### src/rtl/bip_run_controller.sv
// UART-driven run/step sequencer for the BIP core; returns a cycle/PC/ACC frame byte-by-byte.
// Optional BIP_CTRL_TIMEOUT_EN: abort RUN at counter saturation and prefix the frame with a status byte.
module bip_run_controller #(
    parameter int AB = 11,
    parameter int DW = 16,
    parameter int CW = 16
) (
    input  logic          clk,
    input  logic          rst_n,
    input  logic [7:0]    rx_data,
    input  logic          rx_done,
    input  logic          tx_done,
    input  logic [4:0]    opcode,
    input  logic [AB-1:0] pc,
    input  logic [DW-1:0] acc,
    output logic          start_bip,
    output logic [7:0]    tx_data,
    output logic          tx_start,
    output logic          busy
);

`ifdef BIP_CTRL_TIMEOUT_EN
    localparam int NB = 1 + CW/8 + 2 + DW/8;
`else
    localparam int NB = CW/8 + 2 + DW/8;
`endif
    localparam int FW = NB * 8;
    localparam int IW = $clog2(NB);
    localparam logic [IW-1:0] IDX_LAST = IW'(NB - 1);
    localparam logic [CW-1:0] CNT_MAX  = {CW{1'b1}};

    // IDLE wait cmd | RUN exec until HALT | STEP one instr | LOAD snapshot | SEND push byte | WAIT tx_done
    typedef enum logic [2:0] {S_IDLE, S_RUN, S_STEP, S_LOAD, S_SEND, S_WAIT} state_t;

    state_t        state_q, state_d;
    logic [CW-1:0] cnt_q, cnt_d;
    logic [IW-1:0] idx_q, idx_d;
    logic [FW-1:0] frame_q, frame_d;
    logic [7:0]    tx_last_q, tx_last_d;
    logic [15:0]   pc16;
    logic          run_ok;
    logic          cmd_run;

`ifdef BIP_CTRL_TIMEOUT_EN
    logic tmo_q, tmo_d;
    assign run_ok = (cnt_q != CNT_MAX);
`else
    assign run_ok = 1'b1;
`endif

    assign cmd_run = (state_q == S_IDLE) && rx_done && (rx_data == 8'h52);

    always_ff @(posedge clk or negedge rst_n) begin
        if (!rst_n) begin
            state_q   <= S_IDLE;
            cnt_q     <= '0;
            idx_q     <= '0;
            frame_q   <= '0;
            tx_last_q <= '0;
`ifdef BIP_CTRL_TIMEOUT_EN
            tmo_q     <= 1'b0;
`endif
        end else begin
            state_q   <= state_d;
            cnt_q     <= cnt_d;
            idx_q     <= idx_d;
            frame_q   <= frame_d;
            tx_last_q <= tx_last_d;
`ifdef BIP_CTRL_TIMEOUT_EN
            tmo_q     <= tmo_d;
`endif
        end
    end

    always_comb begin
        state_d = state_q;
        case (state_q)
            S_IDLE: begin
                if (rx_done && rx_data == 8'h52)      state_d = S_RUN;
                else if (rx_done && rx_data == 8'h53) state_d = S_STEP;
            end
            S_RUN:  if (opcode == 5'd0 || !run_ok) state_d = S_LOAD;
            S_STEP: state_d = S_LOAD;
            S_LOAD: state_d = S_SEND;
            S_SEND: state_d = S_WAIT;
            S_WAIT: if (tx_done) state_d = (idx_q == IDX_LAST) ? S_IDLE : S_SEND;
            default: state_d = S_IDLE;
        endcase
    end

    always_comb begin
        start_bip = 1'b0;
        tx_start  = 1'b0;
        tx_data   = tx_last_q;
        busy      = (state_q != S_IDLE);
        case (state_q)
            S_RUN:  start_bip = (opcode != 5'd0) && run_ok;
            S_STEP: start_bip = (opcode != 5'd0);
            S_SEND: begin
                tx_start = 1'b1;
                tx_data  = frame_q[FW-1 -: 8];
            end
            default: ;
        endcase
    end

    // Frame is held as a shift register; the outgoing byte is always the top byte.
    always_comb begin
        pc16           = '0;
        pc16[AB-1:0]   = pc;
        cnt_d          = cnt_q;
        idx_d          = idx_q;
        frame_d        = frame_q;
        tx_last_d      = tx_last_q;
`ifdef BIP_CTRL_TIMEOUT_EN
        tmo_d          = tmo_q;
        if (state_q == S_RUN)  tmo_d = (cnt_q == CNT_MAX);
        if (state_q == S_STEP) tmo_d = 1'b0;
`endif
        if (cmd_run)
            cnt_d = '0;
        else if (start_bip && cnt_q != CNT_MAX)
            cnt_d = cnt_q + CW'(1);

        case (state_q)
            S_LOAD: begin
                idx_d = '0;
`ifdef BIP_CTRL_TIMEOUT_EN
                frame_d = {(tmo_q ? 8'hEE : 8'hA5), cnt_q, pc16, acc};
`else
                frame_d = {cnt_q, pc16, acc};
`endif
            end
            S_SEND: tx_last_d = frame_q[FW-1 -: 8];
            S_WAIT: begin
                if (tx_done && idx_q != IDX_LAST) begin
                    idx_d   = idx_q + IW'(1);
                    frame_d = frame_q << 8;
                end
            end
            default: ;
        endcase
    end

endmodule

### config.mk
export PLATFORM = sky130hd
export DESIGN_NAME = bip_run_controller
export DESIGN_NICKNAME = d
export VERILOG_FILES = /design/src/rtl/bip_run_controller.sv
export SDC_FILE = /design/constraint.sdc
export NUM_CORES = 1
export LEC_CHECK = 0
export BUFFER_PORTS_ARGS = -buffer_cell sky130_fd_sc_hd__clkbuf_2
export CELL_PAD_IN_SITES_DETAIL_PLACEMENT = 0
export CELL_PAD_IN_SITES_GLOBAL_PLACEMENT = 1
export CORE_ASPECT_RATIO = 0.6
export CORE_MARGIN = 2
export CORE_UTILIZATION = 44
export DETAILED_ROUTE_END_ITERATION = 10
export GPL_TIMING_DRIVEN = 0
export PLACE_DENSITY = 0.81
export SYNTH_ARGS = -nofsm -noshare
export SYNTH_HDL_FRONTEND = slang
export SYNTH_SLANG_ARGS = --single-unit
### constraint.sdc
create_clock -name clk -period 2.1 [get_ports clk]
set_input_delay 0.42 -clock clk [delete_from_list [all_inputs] [get_ports clk]]
set_output_delay 0.42 -clock clk [all_outputs]
set_load 0.1 [all_outputs]
# Word-level counts from Yosys, hierarchy flattened
# Cells that the tools add are included.
# Widths: inputs -> output; s select.
# op_classes
n_addsub	2
eq_ne	14
mux	15
n_reduce_logical	15
# op_table
cell	n
$pmux 48 s2	1
$mux 48	1
$mux 16	2
$mux 3	6
$pmux 3 s6	1
$add 16x1->16 const B	1
$eq 8x7->1 const B	2
$ne 16x16->1 const B	1
$eq 3x3->1 const B	3
$mux 8	1
$eq 3x2->1 const B	2
$logic_and 1x1->1	6
$ne 2x2->1 const B	3
$pmux 3 s2	1
$logic_not 5->1	1
$reduce_bool 5->1	1
$reduce_bool 2->1	2
$add 3x1->3 const B	1
$eq 3x1->1 const B	1
$logic_not 3->1	1
$ne 3x1->1 const B	1
$ne 3x3->1 const B	1
$reduce_and 3->1	1
$reduce_bool 3->1	1
3 further kinds	4
# totals
register_bits	78
input_bits	44
out_inout_bits	11
word_cells	51

# Longest topological paths before layout
# logic_depth
depth_word	6
ltp_mapped	9
ltp_nobuf	7

# Least setup slack after synthesis
# Ideal clock, no wire load.
# synth_path
path_type	register to output
startpoint	reg state_q[0]
endpoint	out tx_data[0]
t_arrival_ns	2.497
required_ns	1.680
path_slack_ns	-0.817
stages_incl_launch_ff	5
n_path_buf	2
cell_sequence	dfrtp_1 buf_2 nor3b_1 clkbuf_1 mux2_2
# synth_via
elab_chain_len	2
# synth_lines
element	line	source
start, declared	35	state_t state_q, state_d;
start signal, assigned	64	state_q <= state_d;
$eq 3x3->1	96	case (state_q)
$mux 8	n/a	
end, declared	17	output logic [7:0] tx_data,
# No other way between the ends.

# Final worst setup path
# layout_path
startpoint	reg state_q[0]
endpoint	out tx_data[1]
# The elaborated chain is that of the path after synthesis.

==> impl_results.md <==
* DRT Pass-1 Iters at 4
* Largest net degree at the start of global routing at 65
* Sequential cell area fraction in the yosys report at 0.536
* Row Count at 25
* Antenna Cells at 0
* Status: finished with violations
* Setup crit start: state_q[0]
* Power density cells at 1650 nW/um2
* Layout Utilization at 0.605
* Cells after Synth at 369
* Slew HR at 0.638
* CP endpoint kind: output port
* Total power at 7.91 mW
* Failing checks: setup timing
* # setup viols final at 8
* Slew Limit Fails at 0
* R2R Path Start: state_q[0]
* RSZ-0062 raised after global routing: true
* Top FF cell, synth: dfrtp_1
* Vias in the first global route at 2675
* Slew at the pin with the worst max-slew slack at 0.538 ns
* Cell Area, Synth at 3640 um2
* Top Ports at 55
* Post-synth top cells: nand2_1, dfrtp_1, o21ai_0
* Most common cell in the netlist: nand2_1
* Peak supply drop at 837 uV
* Library cells used by synthesis at 35
* Fmax at 433 MHz
* Global route total overflow at 0
* GRT Overall Usage at 0.202
* Via/cell ratio at 5.19
* DRT Wirelength at 8.63 mm
* HPWL after detailed placement at 6.08 mm
* Post-placement setup slack at -0.350 ns
* H-tree levels at 3
* Synth area leader: dfrtp_1
* Antenna violations before repair at 0
* Sum Neg Setup Slack at -1.53 ns
* Hold Path Class: in -> reg
* Tmin final at 2.31 ns
* Placed Area at 4100 um2
* Critical path, cell by cell: buf_6, nor3b_4, clkbuf_8, mux2_4, clkbuf_16
* Leakage at 2.26 nW
* Clock Skew at 0.00394 ns
* Worst hold slack at 0.270 ns
* Die W at 121 um
* Critical Path RT at 1.68 ns
* CTS tree: yes
* Die Area at 9050 um2
* Design Area, Final at 4810 um2
* Crit path kind: reg -> out
* Worst-path clk slew at 0.06 ns
* Wire per inst at 15.5 um
* Clock Latency Late Sink at 0.33 ns
* Post-Layout Cell Count at 557
* Worst Path Arrival at 1.89 ns
* Startpoint types: flop
* Endpoints failing hold at 0
* Post-Syn Nets at 416
* Starting Density at 0.459
* Antenna-violating nets left at 0
* Overall via count from detail_route at 2889
* Die Y at 74.5 um
* Synthesis warning total at 0
* Clk sink count at 78
* Slowest cell delay on critical path at 0.38 ns
* Synth top area share at 0.536
* Fraction of layout cells with a size suffix above 1 at 0.249
* First-pass GRT wire length at 13.6 mm
* Gpl congestion at 0.848
* Slowest CP cell: dfrtp_1
* Placed cell count at 532
* CP Max Fanout at 4
* Maximum capacitance violations at 0
* Seq cells post-synth at 78
* Syn_area_per_cell at 9.87 um2
* IO buf count at 54
* Ys async rst share at 1.00
* EDFF count, synth at 0
* Clk root buf: clkbuf_16
* Synth area leaders: dfrtp_1, mux2i_1, nand2_1
* Core footprint at 7950 um2
* Nets@finish at 491
* Synth-to-Final Area Change at 31.9%
* Number of CTS-inserted buffers at 9
* Hold Crit Start: acc[3]
* Fin crit share at 1.10
* Fin worst setup slack at -0.209 ns
* 1st-iter DRT viols at 182
* DRC at 0
* CTS Buffer Depth at 2
registers in the layout, indices dropped and copies added (netlist names):
| name | cells |
|---|---|
| state_q | 3 |
| frame_q | 48 |
| idx_q | 3 |
| tx_last_q | 8 |
| cnt_q | 16 |
worst max-delay path: cells and delay by family, from the launching register on:
family / cells / cell delay (ns)
buf+inv: 3 / 0.54
flops: 1 / 0.38
mux: 1 / 0.32
simple gates: 1 / 0.30
cells by family after synthesis:
kind of cell    count (synthesis)  share of synthesized area
compound gates                 53                     0.0776
xor+xnor                        9                     0.0216
fa+ha+maj                       3                     0.0103
buf+inv                        28                     0.0364
flops                          78                      0.536
mux                            45                      0.126
simple gates                  153                      0.192
area by class of cell:
type,instances,area [um2]
fillers,680,3140
flip-flops and latches,78,1950
multi-input cells,263,1630
repair buffers,66,596
clock buffers,10,239
plain buffers,20,138
well taps,108,135
clock inverters,6,93.8
inverters,6,22.5
repair_timing:
item	CTS	global route
resized for setup	50	17
endpoints found under the setup margin	62	50
endpoints found under the hold margin	14	0
cloned	1	0
pin swaps	2	1
setup buffers	6	3
hold buffers	1	0
power by group:
part	total [mW]	internal, mW	switching [mW]
clock	1.70	1.08	0.623
sequential	2.55	2.11	0.437
combinational	3.66	1.53	2.13
total	7.91	4.72	3.19
cells in the final DEF, fill, tap and decap left out, types with 3 or more instances in the layout:
master	count
a21oi_1	7
buf_4	10
buf_6	4
clkbuf_1	6
clkbuf_16	18
clkbuf_2	45
clkbuf_4	4
clkbuf_8	3
dfrtp_1	77
ha_1	3
inv_1	5
mux2_4	8
mux2i_1	37
nand2_1	79
nand3_1	19
nand4_1	8
nor2_1	16
nor3_1	3
nor4_1	6
o21ai_0	40
xnor2_1	8
metal layers:
layer	track usage	part of all wire	vias up
li1	-	-	1430
met4	0.0690	0.013	0
met1	0.312	0.53	1361
met5	0	0	-
met3	0.0460	0.065	10
met2	0.279	0.40	88
path summary, 6_finish.rpt:
| check | end | slack (ns) | cells after the start |
|---|---|---|---|
| min in group asynchronous | tx_last_q[0] | 0.51 | 2 |
| worst min-delay path | frame_q[3] | 0.27 | 3 |
| max in group asynchronous | state_q[2] | 0.99 | 3 |
| worst min register to register | frame_q[27] | 0.48 | 2 |
| worst max-delay path | tx_data[1] | -0.21 | 5 |
| worst max register to register | cnt_q[13] | 0.11 | 8 |
(Power assumes the default switching activity.)
